$ cat config.mk
export PLATFORM = sky130hd
export DESIGN_NAME = msrv_32_fetch_unit
export DESIGN_NICKNAME = d
export VERILOG_FILES = /design/src/rtl/msrv_32_pkg.sv /design/src/rtl/msrv_32_pc_gen.sv /design/src/rtl/msrv_32_fetch_unit.sv
export SDC_FILE = /design/constraint.sdc
export NUM_CORES = 1
export LEC_CHECK = 0
export ABC_AREA = 1
export CAP_MARGIN = 20
export CORE_MARGIN = 2
export CORE_UTILIZATION = 45
export CTS_CLUSTER_SIZE = 30
export DETAILED_ROUTE_END_ITERATION = 6
export PLACE_DENSITY = 0.71
export SYNTH_ARGS = -nofsm -noshare
export SYNTH_HDL_FRONTEND = slang
export SYNTH_HIERARCHICAL = 1
export SYNTH_SLANG_ARGS = --single-unit
$ cat constraint.sdc
create_clock -name ms_riscv32_mp_clk_in -period 2.35 [get_ports ms_riscv32_mp_clk_in]
set_clock_uncertainty 0.1 [all_clocks]
set_input_delay 0.3525 -clock ms_riscv32_mp_clk_in [delete_from_list [all_inputs] [get_ports ms_riscv32_mp_clk_in]]
set_output_delay 0.3525 -clock ms_riscv32_mp_clk_in [all_outputs]
set_load 0.03 [all_outputs]
$ cat src/rtl/msrv_32_pkg.sv
// Shared definitions for the msrv_32 instruction fetch path.
package msrv_32_pkg;

    typedef enum logic [1:0] {
        ST_IDLE = 2'd0,
        ST_REQ  = 2'd1,
        ST_WAIT = 2'd2,
        ST_HOLD = 2'd3
    } fetch_state_t;

    localparam logic [31:0] NOP_INSTR         = 32'h0000_0013;
    localparam logic [31:0] DEFAULT_BOOT_ADDR = 32'h0000_0000;

endpackage

$ cat src/rtl/msrv_32_pc_gen.sv
// Program counter: +4 increment, redirect load and target alignment check.
module msrv_32_pc_gen
    import msrv_32_pkg::*;
#(
    parameter logic [31:0] BOOT_ADDR = DEFAULT_BOOT_ADDR
) (
    input  logic        clk,
    input  logic        rst_n,
    input  logic        pc_inc,
    input  logic        redirect,
    input  logic [31:0] redirect_pc,
    output logic [31:0] pc,
    output logic        misaligned,
    output logic        target_misaligned
);

    assign target_misaligned = (redirect_pc[1:0] != 2'b00);

    // A misaligned target leaves the PC untouched; only the flag records it.
    always_ff @(posedge clk or negedge rst_n) begin
        if (!rst_n) begin
            pc         <= BOOT_ADDR;
            misaligned <= 1'b0;
        end else if (redirect) begin
            misaligned <= target_misaligned;
            if (!target_misaligned) begin
                pc <= redirect_pc;
            end
        end else if (pc_inc) begin
            pc <= pc + 32'd4;
        end
    end

endmodule

$ cat src/rtl/msrv_32_fetch_unit.sv
// Instruction fetch unit: single outstanding request, output register plus
// one-entry skid buffer, redirect handling with in-flight response drop.
module msrv_32_fetch_unit
    import msrv_32_pkg::*;
#(
    parameter logic [31:0] BOOT_ADDR = DEFAULT_BOOT_ADDR
) (
    input  logic        ms_riscv32_mp_clk_in,
    input  logic        ms_riscv32_mp_rst_n_in,
    output logic        imem_req_out,
    output logic [31:0] imem_addr_out,
    input  logic        imem_gnt_in,
    input  logic        imem_rvalid_in,
    input  logic [31:0] imem_rdata_in,
    input  logic        redirect_in,
    input  logic [31:0] redirect_pc_in,
    input  logic        stall_in,
    output logic        instr_valid_out,
    output logic [31:0] instr_out,
    output logic [31:0] pc_out,
    output logic        misaligned_out
);

    fetch_state_t state_q, state_d;

    logic [31:0] pc;
    logic        pc_inc;
    logic        target_misaligned;
    logic [31:0] instr_q, instr_d;
    logic [31:0] pc_out_q, pc_out_d;
    logic [31:0] skid_instr_q, skid_instr_d;
    logic [31:0] skid_pc_q, skid_pc_d;
    logic        valid_q, valid_d;
    logic        drop_q, drop_d;

    msrv_32_pc_gen #(
        .BOOT_ADDR(BOOT_ADDR)
    ) u_pc_gen (
        .clk               (ms_riscv32_mp_clk_in),
        .rst_n             (ms_riscv32_mp_rst_n_in),
        .pc_inc            (pc_inc),
        .redirect          (redirect_in),
        .redirect_pc       (redirect_pc_in),
        .pc                (pc),
        .misaligned        (misaligned_out),
        .target_misaligned (target_misaligned)
    );

    // No request during a redirect cycle, so a grant can never be accepted
    // for the PC that is about to be replaced.
    assign imem_req_out    = (state_q == ST_REQ) && !(valid_q && stall_in) && !redirect_in;
    assign imem_addr_out   = pc;
    assign instr_valid_out = valid_q;
    assign instr_out       = instr_q;
    assign pc_out          = pc_out_q;

    always_ff @(posedge ms_riscv32_mp_clk_in or negedge ms_riscv32_mp_rst_n_in) begin
        if (!ms_riscv32_mp_rst_n_in) begin
            state_q <= ST_IDLE;
        end else begin
            state_q <= state_d;
        end
    end

    always_comb begin
        state_d      = state_q;
        instr_d      = instr_q;
        pc_out_d     = pc_out_q;
        skid_instr_d = skid_instr_q;
        skid_pc_d    = skid_pc_q;
        valid_d      = valid_q && stall_in;
        drop_d       = drop_q;
        pc_inc       = 1'b0;

        if (redirect_in) begin
            valid_d = 1'b0;
            if (target_misaligned) begin
                state_d = ST_IDLE;
                drop_d  = 1'b0;
            end else if ((state_q == ST_WAIT) && !imem_rvalid_in) begin
                // Response still in flight: wait for it and throw it away.
                state_d = ST_WAIT;
                drop_d  = 1'b1;
            end else begin
                state_d = ST_REQ;
                drop_d  = 1'b0;
            end
        end else begin
            case (state_q)
                ST_IDLE: begin
                    if (!misaligned_out) begin
                        state_d = ST_REQ;
                    end
                end
                ST_REQ: begin
                    if (imem_req_out && imem_gnt_in) begin
                        state_d = ST_WAIT;
                    end
                end
                ST_WAIT: begin
                    if (imem_rvalid_in) begin
                        state_d = ST_REQ;
                        if (drop_q) begin
                            drop_d = 1'b0;
                        end else begin
                            pc_inc = 1'b1;
                            if (!valid_q || !stall_in) begin
                                instr_d  = imem_rdata_in;
                                pc_out_d = pc;
                                valid_d  = 1'b1;
                            end else begin
                                skid_instr_d = imem_rdata_in;
                                skid_pc_d    = pc;
                                state_d      = ST_HOLD;
                            end
                        end
                    end
                end
                ST_HOLD: begin
                    if (!stall_in) begin
                        instr_d  = skid_instr_q;
                        pc_out_d = skid_pc_q;
                        valid_d  = 1'b1;
                        state_d  = ST_REQ;
                    end
                end
                default: state_d = ST_IDLE;
            endcase
        end
    end

    always_ff @(posedge ms_riscv32_mp_clk_in or negedge ms_riscv32_mp_rst_n_in) begin
        if (!ms_riscv32_mp_rst_n_in) begin
            instr_q      <= NOP_INSTR;
            pc_out_q     <= BOOT_ADDR;
            skid_instr_q <= '0;
            skid_pc_q    <= '0;
            valid_q      <= 1'b0;
            drop_q       <= 1'b0;
        end else begin
            instr_q      <= instr_d;
            pc_out_q     <= pc_out_d;
            skid_instr_q <= skid_instr_d;
            skid_pc_q    <= skid_pc_d;
            valid_q      <= valid_d;
            drop_q       <= drop_d;
        end
    end

endmodule
======== Word level (Yosys, flattened, before mapping) ========
Cells that the tools add are included.
word-level totals
  register bits after elaboration ......... 165
  output and inout port bits .............. 99
operators by class
  reduce and logical (&&, ||, !) cells .... 22
  equal/unequal tests ..................... 12
  mux-type cells .......................... 38
  bitwise logic cells ..................... 3
  $add $sub $neg .......................... 1
operators by type and width
  operator                                                number
  two-way mux 32 bit                                      11
  one-hot mux 32 bit (2 select lines)                     2
  adder 32 x 3 -> 32 bit (second input constant)          1
  two-way mux 2 bit                                       9
  two-way mux 1 bit                                       14
  nonzero test 2 bit                                      5
  inequality test 3 bit (second input constant)           3
  inequality test 2 bit (second input constant)           4
  one-hot mux 2 bit (4 select lines)                      1
  AND reduction 6 bit                                     1
  logical AND 1 bit                                       5
  zero test 1 bit                                         5
  AND reduction 5 bit                                     1
  == test 2 bit (second input constant)                   2
  AND reduction 2 bit                                     2
  AND reduction 4 bit                                     1
  inequality test 3 x 2 -> 1 bit (second input constant)  1
  inverter 1 bit                                          3
  == test 2 x 1 -> 1 bit (second input constant)          1
  zero test 2 bit                                         1
  inequality test 2 x 1 -> 1 bit (second input constant)  1
  one-hot mux 1 bit (2 select lines)                      1
  logical OR 1 bit                                        1

======== Longest topological paths before layout ========
Gate-level depths: netlist of run 1.
  depth after elaboration ................. 8
  depth in mapped cells ................... 11

======== Cells and area by module ========
Netlist of run 1, hierarchy kept.
modules (own cells, without submodules)
  module              sequential area each (sq um)  area an instance (sq um)  cells each  times used
  msrv_32_fetch_unit  3306.9                        6058.3                    681         1
  msrv_32_pc_gen      825.8                         2477.4                    400         1

======== Least setup slack after synthesis of run 1 ========
Ideal clock, no wire load.
  path kind ............................... register -> register
  start point ............................. reg u_pc_gen.pc[3]
  end point ............................... reg u_pc_gen.pc[22]
  buffers on the path ..................... 0
  arrival time ............................ 1.574 ns
  path slack .............................. 0.558 ns
  data required time ...................... 2.133 ns
  cell stages (with the launch flop) ...... 11
  period minus slack after synthesis ...... 1.792 ns
  cells stage by stage .................... dfrtp_1 ha_1 nand2_2 nor2_4 nand2_4 nor2_8 nand2_1 nand2_1 nand3_1 nand2_1 nand2_1
on the way
  word-level cells in the longest chain between the ends .. 3
RTL lines
  element                 line                  RTL
  start, declared         msrv_32_pc_gen.sv:12  output logic [31:0] pc,
  start signal, assigned  msrv_32_pc_gen.sv:27  pc <= redirect_pc;
  start signal, assigned  msrv_32_pc_gen.sv:30  pc <= pc + 32'd4;
  adder 32 x 3 -> 32 bit  msrv_32_pc_gen.sv:30
  two-way mux 32 bit      msrv_32_pc_gen.sv:29  end else if (pc_inc) begin
  two-way mux 32 bit      msrv_32_pc_gen.sv:24  end else if (redirect) begin
No other way between the ends. The select of a mux whose other input is x is not followed.
A chain may end at the register's enable or synchronous reset.

======== Worst setup path in the final report of run 1 ========
  start point ............................. reg u_pc_gen.pc[20]
  end point ............................... out imem_addr_out[20]
RTL lines
  element        line                      RTL
  end, declared  msrv_32_fetch_unit.sv:11  output logic [31:0] imem_addr_out,
No word-level cell between the ends.

==> run metrics, run 1 <==
CTS tree yes; highest-count cells in the layout ignoring fill and taps 349 x nand2_1, 166 x clkdlybuf4s50_1, 162 x dfrtp_1, 116 x inv_1, 89 x o21ai_0; Slew @ Worst Pin 651 ps; worst reg-to-reg setup slack 260 ps; Die Wd 142 um; syn_nets 1,156; total via count after detailed routing 7,313; number of cell rows 50; setup repair after global routing missed its margin false; critical-path cell with the highest stage delay clkdlybuf4s50_1; simple-gate share of the synthesized area 0.237; most frequent standard cell in the layout excluding fill and tap cells nand2_1; Period Utilization, post-route 0.917; maximum vdd ir drop 0.000477 V; number of flops mapped to enable cells by yosys 0; CTS clk-pin slew, worst paths 70 ps; vias in the first global route 7,014; FMAX 464 MHz; dominant combinational cell family by area after synthesis simple AND/OR/NAND/NOR gates; footprint of the flip-flops and latches 4130 um2; depth of the worst register-to-register path 11; number of distinct library cells after synthesis 34; max-slew headroom at the worst pin 0.566; number of nets still failing antenna checks after routing 0; total inserted antenna cells 0; Overflow after GRT 0; total design power 12.3 mW; weighted congestion at the end of routability-driven global placement 0.871; type of the most critical hold path in -> async; # IOs 169; deepest level of the CTS H-tree 4; met2 WL post-DR 9.65 mm; pin count of the biggest net entering global routing 129; post-CTS repair timing setup buffer count 0; growth of design area from synthesis to finish 28.8%; detailed-routed wire length on met3 940 um; area of the multi-input gates 3570 um2; DRC violation count after routing 0; Pre-antenna DRT Iters 5; all-layer global routing usage 0.209; synthesized-area fraction occupied by adder cells 0.00733; insertion delay to the later sink of the worst-skew pair 420 ps; WS Path Type reg -> out; max-cap violation count 0; crit path capture type primary output; data arrival time of the worst path 1700 ps; global-route wire length before repair 33.8 mm; Syn Inst Count 1,081; buffering stage count on the worst path with inverters included 1; power density normalized to cell area 1120 nW/um2; Final Hold Viols 0; crit path launch type register; sum of net half-perimeters after detailed placement 14.0 mm; final critical delay including setup and external delays 2150 ps; post-DR wirelength/cell 13.8 um; die height 142 um; number of pins with negative max-slew slack in the final report 0; top layer used by detailed routing met4; family with the most delay on the worst path buffers and inverters; count of routing violations after the opening detailed-route iteration 440; count of input and output buffers 168; Routed WL 20.4 mm; cell chain of the critical path clkdlybuf4s50_1; share of post-route cells with drive strength above 1 0.109; final net count 1,307; post-synthesis register bit count 165; run status completed; primary flip-flop cell chosen by synthesis mapping dfrtp_1; initial standard-cell utilization of the core 0.458; number of synthesis warnings 6; per-cell via count in the routed design 4.94; highest cell delay on the worst timing path 740 ps; placeable core region 18,600 um2; final setup violation count 0; die area 20,100 um2; highest fanout seen on the critical path 7; fraction of the yosys area taken by sequential cells 0.484; total of fill cells in the finished design 1,697; cell area after technology mapping 8540 um2; xor/xnor cell area share of the yosys netlist 0.00513; fraction of synthesized area in multiplexers 0; maximum buffer depth of the clock tree 2; number of clock sinks seen by CTS 165; capturing point of the worst reg2reg path u_pc_gen/pc[4]; leakage power total 5.25 nW; area fraction in compound gates after synthesis 0.169; number of clock buffers inserted by TritonCTS 17; async set or reset register ratio after synthesis 1.00; required time of the critical path 1900 ps; number of antenna violations at the first check in global routing 0; startpoint of the lowest-slack register-to-register path state_q[0]; mean post-synth cell area 7.90 um2; Root Buffer Master clkbuf_16; Met1 Routed Length 9.53 mm; sum of negative setup slack 0 ps
## stage by stage
stage	setup slack, ps	hold WS [ps]	area [um2]	cells	utilization
final	195	298	11000	1479	0.590
after global routing	65.8	335	11000	1479	0.590
after CTS	189	299	11000	1479	0.590
after detailed placement	124	180	10400	1446	0.555
after global placement	159	178	10400	1446	0.555
after floorplan	558	-43.1	8540	1081	-
## worst max path at each step
stage	start	end	slack [ps]	depth (start not counted)
6_report	u_pc_gen/pc[20]	imem_addr_out[20]	200	1
5_1_grt	state_q[0]	u_pc_gen/pc[7]	70	11
4_1_cts	u_pc_gen/pc[4]	imem_addr_out[4]	190	1
3_5_place_dp	imem_rvalid_in	u_pc_gen/pc[7]	120	10
3_3_place_gp	redirect_in	pc_out[24]	160	9
2_1_floorplan	u_pc_gen/pc[3]	u_pc_gen/pc[22]	560	10
## metal layers
metal  global-route usage  up-vias
met4               0.0737        0
li1                     -     3722
met1                0.287     3373
met2                0.344      192
met3               0.0280       26
met5                    0        -
## worst register-to-register path, delay by kind of cell, from the launching register on
family / cells / cell delay (ps)
AOI/OAI and AO/OA: 3 / 280
adders and majority gates: 1 / 240
buffers and inverters: 3 / 350
DFF: 1 / 410
and+or+nand+nor: 4 / 640
## kinds of logic after synthesis
family	Yosys count
AO/OA/AOI/OAI	239
XOR/XNOR	5
adder cells (fa/ha/maj)	5
buffers and inverters	173
flip-flops	165
AND/OR/NAND/NOR	494
## synth_stat cells (4+ instances only)
cell type / instances / share of area
nand2_1: 350 / 0.15
dfrtp_1: 162 / 0.47
inv_1: 116 / 0.051
o21ai_0: 89 / 0.052
nor2_1: 86 / 0.038
o21ai_1: 71 / 0.042
o21ai_2: 60 / 0.062
nand3_1: 34 / 0.020
buf_6: 21 / 0.028
buf_2: 17 / 0.010
clkbuf_1: 13 / 0.0057
a21oi_1: 9 / 0.0053
nor2_4: 7 / 0.0092
ha_1: 5 / 0.0073
nor2_2: 5 / 0.0037
o22ai_1: 5 / 0.0037
inv_2: 4 / 0.0018
xor2_1: 4 / 0.0041
## cell type report
class | count | area share
clock buffer | 22 | 0.0440
clock inverter | 10 | 0.0131
inverter | 120 | 0.0413
multi-input combinational | 743 | 0.325
sequential | 165 | 0.376
tap | 234 | 0.0266
timing repair buffer | 185 | 0.174
## sequential cells by signal, indices dropped and copies added (netlist names)
register,flops
u_pc_gen/pc,32
instr_out,32
state_q,2
skid_pc_q,32
instr_valid_out,1
skid_instr_q,32
u_pc_gen/misaligned,1
drop_q,1
pc_out,32
## where the power goes
group | total, mW | leakage (nW) | internal (mW) | switching (mW)
sequential | 4.22 | 2.17 | 3.58 | 0.637
combinational | 5.22 | 2.78 | 2.02 | 3.20
clock | 2.91 | 0.299 | 1.79 | 1.12
## what timing repair did
action | CTS | global route
setup endpoints to repair | 0 | 2
endpoints found under the hold margin | 33 | 0
hold buffers | 1 | 0
resized for setup | 0 | 2
(Power assumes the default switching activity.)
==> run 2: changes to the inputs <==
--- a/config.mk
+++ b/config.mk
@@ -11,6 +11,7 @@
 export CORE_UTILIZATION = 45
 export CTS_CLUSTER_SIZE = 30
 export DETAILED_ROUTE_END_ITERATION = 6
+export MAX_ROUTING_LAYER = met4
 export PLACE_DENSITY = 0.71
 export SYNTH_ARGS = -nofsm -noshare
 export SYNTH_HDL_FRONTEND = slang
==> run 2 against run 1 <==
Combinational power about the same. Wire length down 0.33%. Sequential share of layout area unchanged. Register-to-register slack about the same. Via count barely moved. First-iteration DRC count fell by 6.6%. Clock-buffer cell count did not move. Global-route usage rose by 0.66 points. Hold slack improved by 2.2 ps. Utilization did not move.
==> run metrics, run 2 (synthesis gave the netlist of run 1 again) <==
crit path capture type primary output; sum of net half-perimeters after detailed placement 14.0 mm; number of pins with negative max-slew slack in the final report 0; footprint of the flip-flops and latches 4130 um2; DRC violation count after routing 0; number of nets still failing antenna checks after routing 0; met3 track demand over resource 0.0283; final setup violation count 0; final net count 1,307; highest cell delay on the worst timing path 740 ps; setup slack at placement 124 ps; number of cell rows 50; cell count after placement 1,446; final standard cell utilization of the core 0.590; all-layer global routing usage 0.216; area of the multi-input gates 3570 um2; Slew @ Worst Pin 653 ps; family with the most delay on the worst path buffers and inverters; max-cap violation count 0; run status completed; buffering stage count on the worst path with inverters included 1; met2 Resource Use GR 0.343; number of clock sinks seen by CTS 165; die height 142 um; Period Utilization, post-route 0.913; data arrival time of the worst path 1690 ps; combinational fraction of design power 0.423; global-route track usage on met1 0.288; pin count of the biggest net entering global routing 129; most frequent standard cell in the layout excluding fill and tap cells nand2_1; growth of design area from synthesis to finish 28.8%; Sw Ratio 0.401; number of antenna violations at the first check in global routing 0; leakage power total 5.25 nW; deepest level of the CTS H-tree 4; placeable core region 18,600 um2; highest-count cells in the layout ignoring fill and taps 349 x nand2_1, 166 x clkdlybuf4s50_1, 162 x dfrtp_1, 116 x inv_1, 89 x o21ai_0; Setup WS post-layout 204 ps; cell chain of the critical path clkdlybuf4s50_1; max-slew headroom at the worst pin 0.564; startpoint of the lowest-slack register-to-register path state_q[0]; Overflow after GRT 0; required time of the critical path 1900 ps; Routed WL 20.3 mm; final critical delay including setup and external delays 2150 ps; CTS tree yes; # IOs 169; insertion delay to the later sink of the worst-skew pair 420 ps; Pre-antenna DRT Iters 5; highest fanout seen on the critical path 7; total via count after detailed routing 7,317; global-route wire length before repair 33.9 mm; sequential share of power 0.342; Final Hold Viols 0; vias in the first global route 7,014; number of clock buffers inserted by TritonCTS 17; peak-usage layer in the global routing report met2; Die Wd 142 um; die area 20,100 um2; total of fill cells in the finished design 1,697; power density normalized to cell area 1120 nW/um2; initial standard-cell utilization of the core 0.458; post-CTS repair timing setup buffer count 0; critical-path cell with the highest stage delay clkdlybuf4s50_1; count of input and output buffers 168; WS Path Type reg -> out; CTS clk-pin slew, worst paths 60 ps; maximum vdd ir drop 0.000478 V; Root Buffer Master clkbuf_16; Clock power frac 0.236; maximum buffer depth of the clock tree 2; setup repair after global routing missed its margin false; worst reg-to-reg setup slack 250 ps; FMAX 466 MHz; sum of negative setup slack 0 ps; total inserted antenna cells 0; post-DR wirelength/cell 13.7 um; count of routing violations after the opening detailed-route iteration 411; total cell area at the placement stage 10,400 um2; depth of the worst register-to-register path 11; final cell count without fillers 1,479; weighted congestion at the end of routability-driven global placement 0.886; share of post-route cells with drive strength above 1 0.109; per-cell via count in the routed design 4.95; type of the most critical hold path in -> async; capturing point of the worst reg2reg path u_pc_gen/pc[4]; internal power of the cells 7.39 mW; crit path launch type register; reported net switching power 4.96 mW; final cell area excluding filler cells 11,000 um2
-- run 2: metrics by stage --
step                hold slack (ps)  total power, mW
floorplan                     -43.1             7.57
global placement                178             9.40
detailed placement              180             9.51
CTS                             299             12.5
global route                    334             13.1
finish                          300             12.3
-- run 2: repair_timing --
item                       4_1_cts  5_1_grt
setup endpoints to repair        0        2
resized for setup                0        2
hold endpoints to repair        33        0
hold buffers                     1        0
-- run 2: worst reg2reg max path: stages (launching register included) --
cell     delay [ps]
dfrtp_1         410
inv_1           110
ha_1            240
nand2_1          90
nor3_1          150
nand2_1         200
nand2_1         220
buf_4           180
o21ai_0          90
a21oi_1         140
a21oi_1          50
inv_1            60
-- run 2: how the worst max path moves through the flow --
stage	cells after the start	end	start	slack (ps)
final	1	imem_addr_out[20]	u_pc_gen/pc[20]	200
after global routing	11	u_pc_gen/pc[7]	state_q[0]	70
after CTS	1	imem_addr_out[4]	u_pc_gen/pc[4]	190
after detailed placement	10	u_pc_gen/pc[7]	imem_rvalid_in	120
after global placement	9	pc_out[24]	redirect_in	160
after floorplan	10	u_pc_gen/pc[22]	u_pc_gen/pc[3]	560
-- run 2: area by class of cell --
| type | instances | area share |
|---|---|---|
| flip-flops and latches | 165 | 0.376 |
| multi-input cells | 743 | 0.325 |
| repair buffers | 185 | 0.174 |
| clock buffers | 22 | 0.0440 |
| inverters | 120 | 0.0413 |
| well taps | 234 | 0.0266 |
| clock inverters | 10 | 0.0131 |
-- run 2: power groups by stage --
stage / combinational [mW] / clock, mW / sequential [mW]
finish: 5.22 / 2.91 / 4.22
global placement: 5.16 / 0 / 4.25
detailed placement: 5.25 / 0 / 4.26
floorplan: 2.24 / 0 / 5.33
CTS: 5.27 / 2.98 / 4.22
global route: 5.71 / 3.11 / 4.32
-- run 2: routing by layer --
metal | vias to the layer above | part of all wire
met4 | 0 | 0.014
li1 | 3725 | -
met5 | - | 0
met3 | 23 | 0.046
met2 | 189 | 0.47
met1 | 3380 | 0.47
==> run 3: changes to the inputs <==
--- a/config.mk
+++ b/config.mk
@@ -7,12 +7,15 @@
 export LEC_CHECK = 0
 export ABC_AREA = 1
 export CAP_MARGIN = 20
+export CELL_PAD_IN_SITES_DETAIL_PLACEMENT = 1
+export CELL_PAD_IN_SITES_GLOBAL_PLACEMENT = 1
 export CORE_MARGIN = 2
-export CORE_UTILIZATION = 45
+export CORE_UTILIZATION = 38
 export CTS_CLUSTER_SIZE = 30
 export DETAILED_ROUTE_END_ITERATION = 6
 export MAX_ROUTING_LAYER = met4
-export PLACE_DENSITY = 0.71
+export PLACE_DENSITY_LB_ADDON = 0.1
+export SETUP_SLACK_MARGIN = 0.1
 export SYNTH_ARGS = -nofsm -noshare
 export SYNTH_HDL_FRONTEND = slang
 export SYNTH_HIERARCHICAL = 1
==> run 3 against run 2 <==
Critical endpoint is now imem_addr_out[4]. Highest routed layer unchanged. Combinational power rose by 3.8%. Register-to-register slack improved by 70 ps. First-iteration DRC count decreased by 20%.
==> run metrics, run 3 (synthesis gave the netlist of run 1 again) <==
run status completed; growth of design area from synthesis to finish 30.3%; initial standard-cell utilization of the core 0.389; CTS tree yes; Root Buffer Master clkbuf_16; Period Utilization, post-route 0.919; highest-count cells in the layout ignoring fill and taps 349 x nand2_1, 166 x clkdlybuf4s50_1, 162 x dfrtp_1, 116 x inv_1, 89 x o21ai_0; cell chain of the critical path clkdlybuf4s50_1; number of clock sinks seen by CTS 165; leakage power total 5.29 nW; Slew @ Worst Pin 466 ps; final net count 1,316; total design power 12.4 mW; share of post-route cells with drive strength above 1 0.117; most frequent standard cell in the layout excluding fill and tap cells nand2_1; final setup violation count 0; family with the most delay on the worst path buffers and inverters; Routed WL 23.5 mm; number of cell rows 54; final critical delay including setup and external delays 2160 ps; FMAX 463 MHz; number of nets still failing antenna checks after routing 0; depth of the worst register-to-register path 12; buffering stage count on the worst path with inverters included 1; logic depth of the worst setup path including buffers 1; all-layer global routing usage 0.212; final cell area excluding filler cells 11,100 um2; type of the most critical hold path in -> async; number of pins with negative max-slew slack in the final report 0; post-DR wirelength/cell 15.3 um; max-slew headroom at the worst pin 0.690; WS Path Type reg -> out; maximum buffer depth of the clock tree 2; highest fanout seen on the critical path 7; cell count after placement 1,501; post-CTS repair timing setup buffer count 0; Overflow after GRT 0; die area 23,700 um2; number of clock buffers inserted by TritonCTS 17; vias in the first global route 7,532; crit path capture type primary output; maximum vdd ir drop 0.000455 V; Die Wd 154 um; count of input and output buffers 168; insertion delay to the later sink of the worst-skew pair 420 ps; sum of net half-perimeters after detailed placement 17.0 mm; # IOs 169; total inserted antenna cells 0; power density normalized to cell area 1110 nW/um2; global-route wire length before repair 39.2 mm; data arrival time of the worst path 1710 ps; DRC violation count after routing 0; per-cell via count in the routed design 4.87; CTS clk-pin slew, worst paths 70 ps; total via count after detailed routing 7,466; total of fill cells in the finished design 2,684; die height 154 um; deepest level of the CTS H-tree 4; pin count of the biggest net entering global routing 69; final cell count without fillers 1,534; max-cap violation count 0; number of antenna violations at the first check in global routing 0; count of routing violations after the opening detailed-route iteration 327; weighted congestion at the end of routability-driven global placement 0.851; crit path launch type register; Final Hold Viols 0; worst hold margin 365 ps; critical-path cell with the highest stage delay clkdlybuf4s50_1; Pre-antenna DRT Iters 5; total cell area at the placement stage 10,500 um2; sum of negative setup slack 0 ps; required time of the critical path 1900 ps; setup repair after global routing missed its margin false; highest cell delay on the worst timing path 740 ps; placeable core region 22,000 um2
==> run 3: cell count changes in the layout (fill, tap and decap cells not counted) <==
cell	delta
ha_1	-1
nor3_2	+1
buf_6	+1
clkinv_2	-1
clkbuf_8	-4
ha_2	+1
buf_12	+4
bufinv_16	-2
buf_4	+4
nor3_1	-1
clkinv_4	+1
inv_6	+5
inv_8	+1
==> run 3: metal layers <==
layer	vias to the layer above	part of all wire	global-route usage	wire length [um]
met5	-	0	-	0
met4	0	0.010	0.0467	234
met3	16	0.029	0.0318	687
met2	147	0.47	0.336	11000
met1	3580	0.49	0.291	11500
li1	3723	-	-	-
==> run 3: path summary, 6_finish.rpt <==
kind	slack [ps]	from	endpoint
hold / removal	360	ms_riscv32_mp_rst_n_in	pc_out[0]
setup / recovery	190	u_pc_gen/pc[4]	imem_addr_out[4]
setup reg to reg	320	state_q[0]	u_pc_gen/pc[18]
hold reg to reg	380	pc_out[11]	pc_out[11]
max in group asynchronous	1120	ms_riscv32_mp_rst_n_in	instr_out[4]
min in group ms_riscv32_mp_clk_in	380	pc_out[11]	pc_out[11]
==> run 3: report_power, final <==
| part | internal (mW) | switching (mW) |
|---|---|---|
| Combinational | 2.11 | 3.32 |
| Sequential | 3.58 | 0.649 |
| Clock | 1.49 | 1.25 |
| Total | 7.18 | 5.22 |
==> run 3: layout make-up <==
type / count / area (um2) / area share
Clock buffer: 18 / 429 / 0.0386
Timing Repair Buffer: 194 / 2030 / 0.183
Sequential cell: 165 / 4130 / 0.372
Tap cell: 280 / 350 / 0.0315
Inverter: 120 / 454 / 0.0408
Clock inverter: 14 / 143 / 0.0128
Multi-Input combinational cell: 743 / 3580 / 0.322
==> run 3: repair_timing <==
action,in CTS,in global routing
setup endpoints to repair,0,27
hold buffers,1,0
endpoints found under the hold margin,41,0
resized for setup,0,5
==> run 3: per-stage QoR <==
| step | worst slack [ps] | util |
|---|---|---|
| floorplan | 558 | - |
| global placement | 198 | 0.479 |
| detailed placement | 118 | 0.479 |
| CTS | 163 | 0.506 |
| global route | 109 | 0.507 |
| finish | 191 | 0.507 |
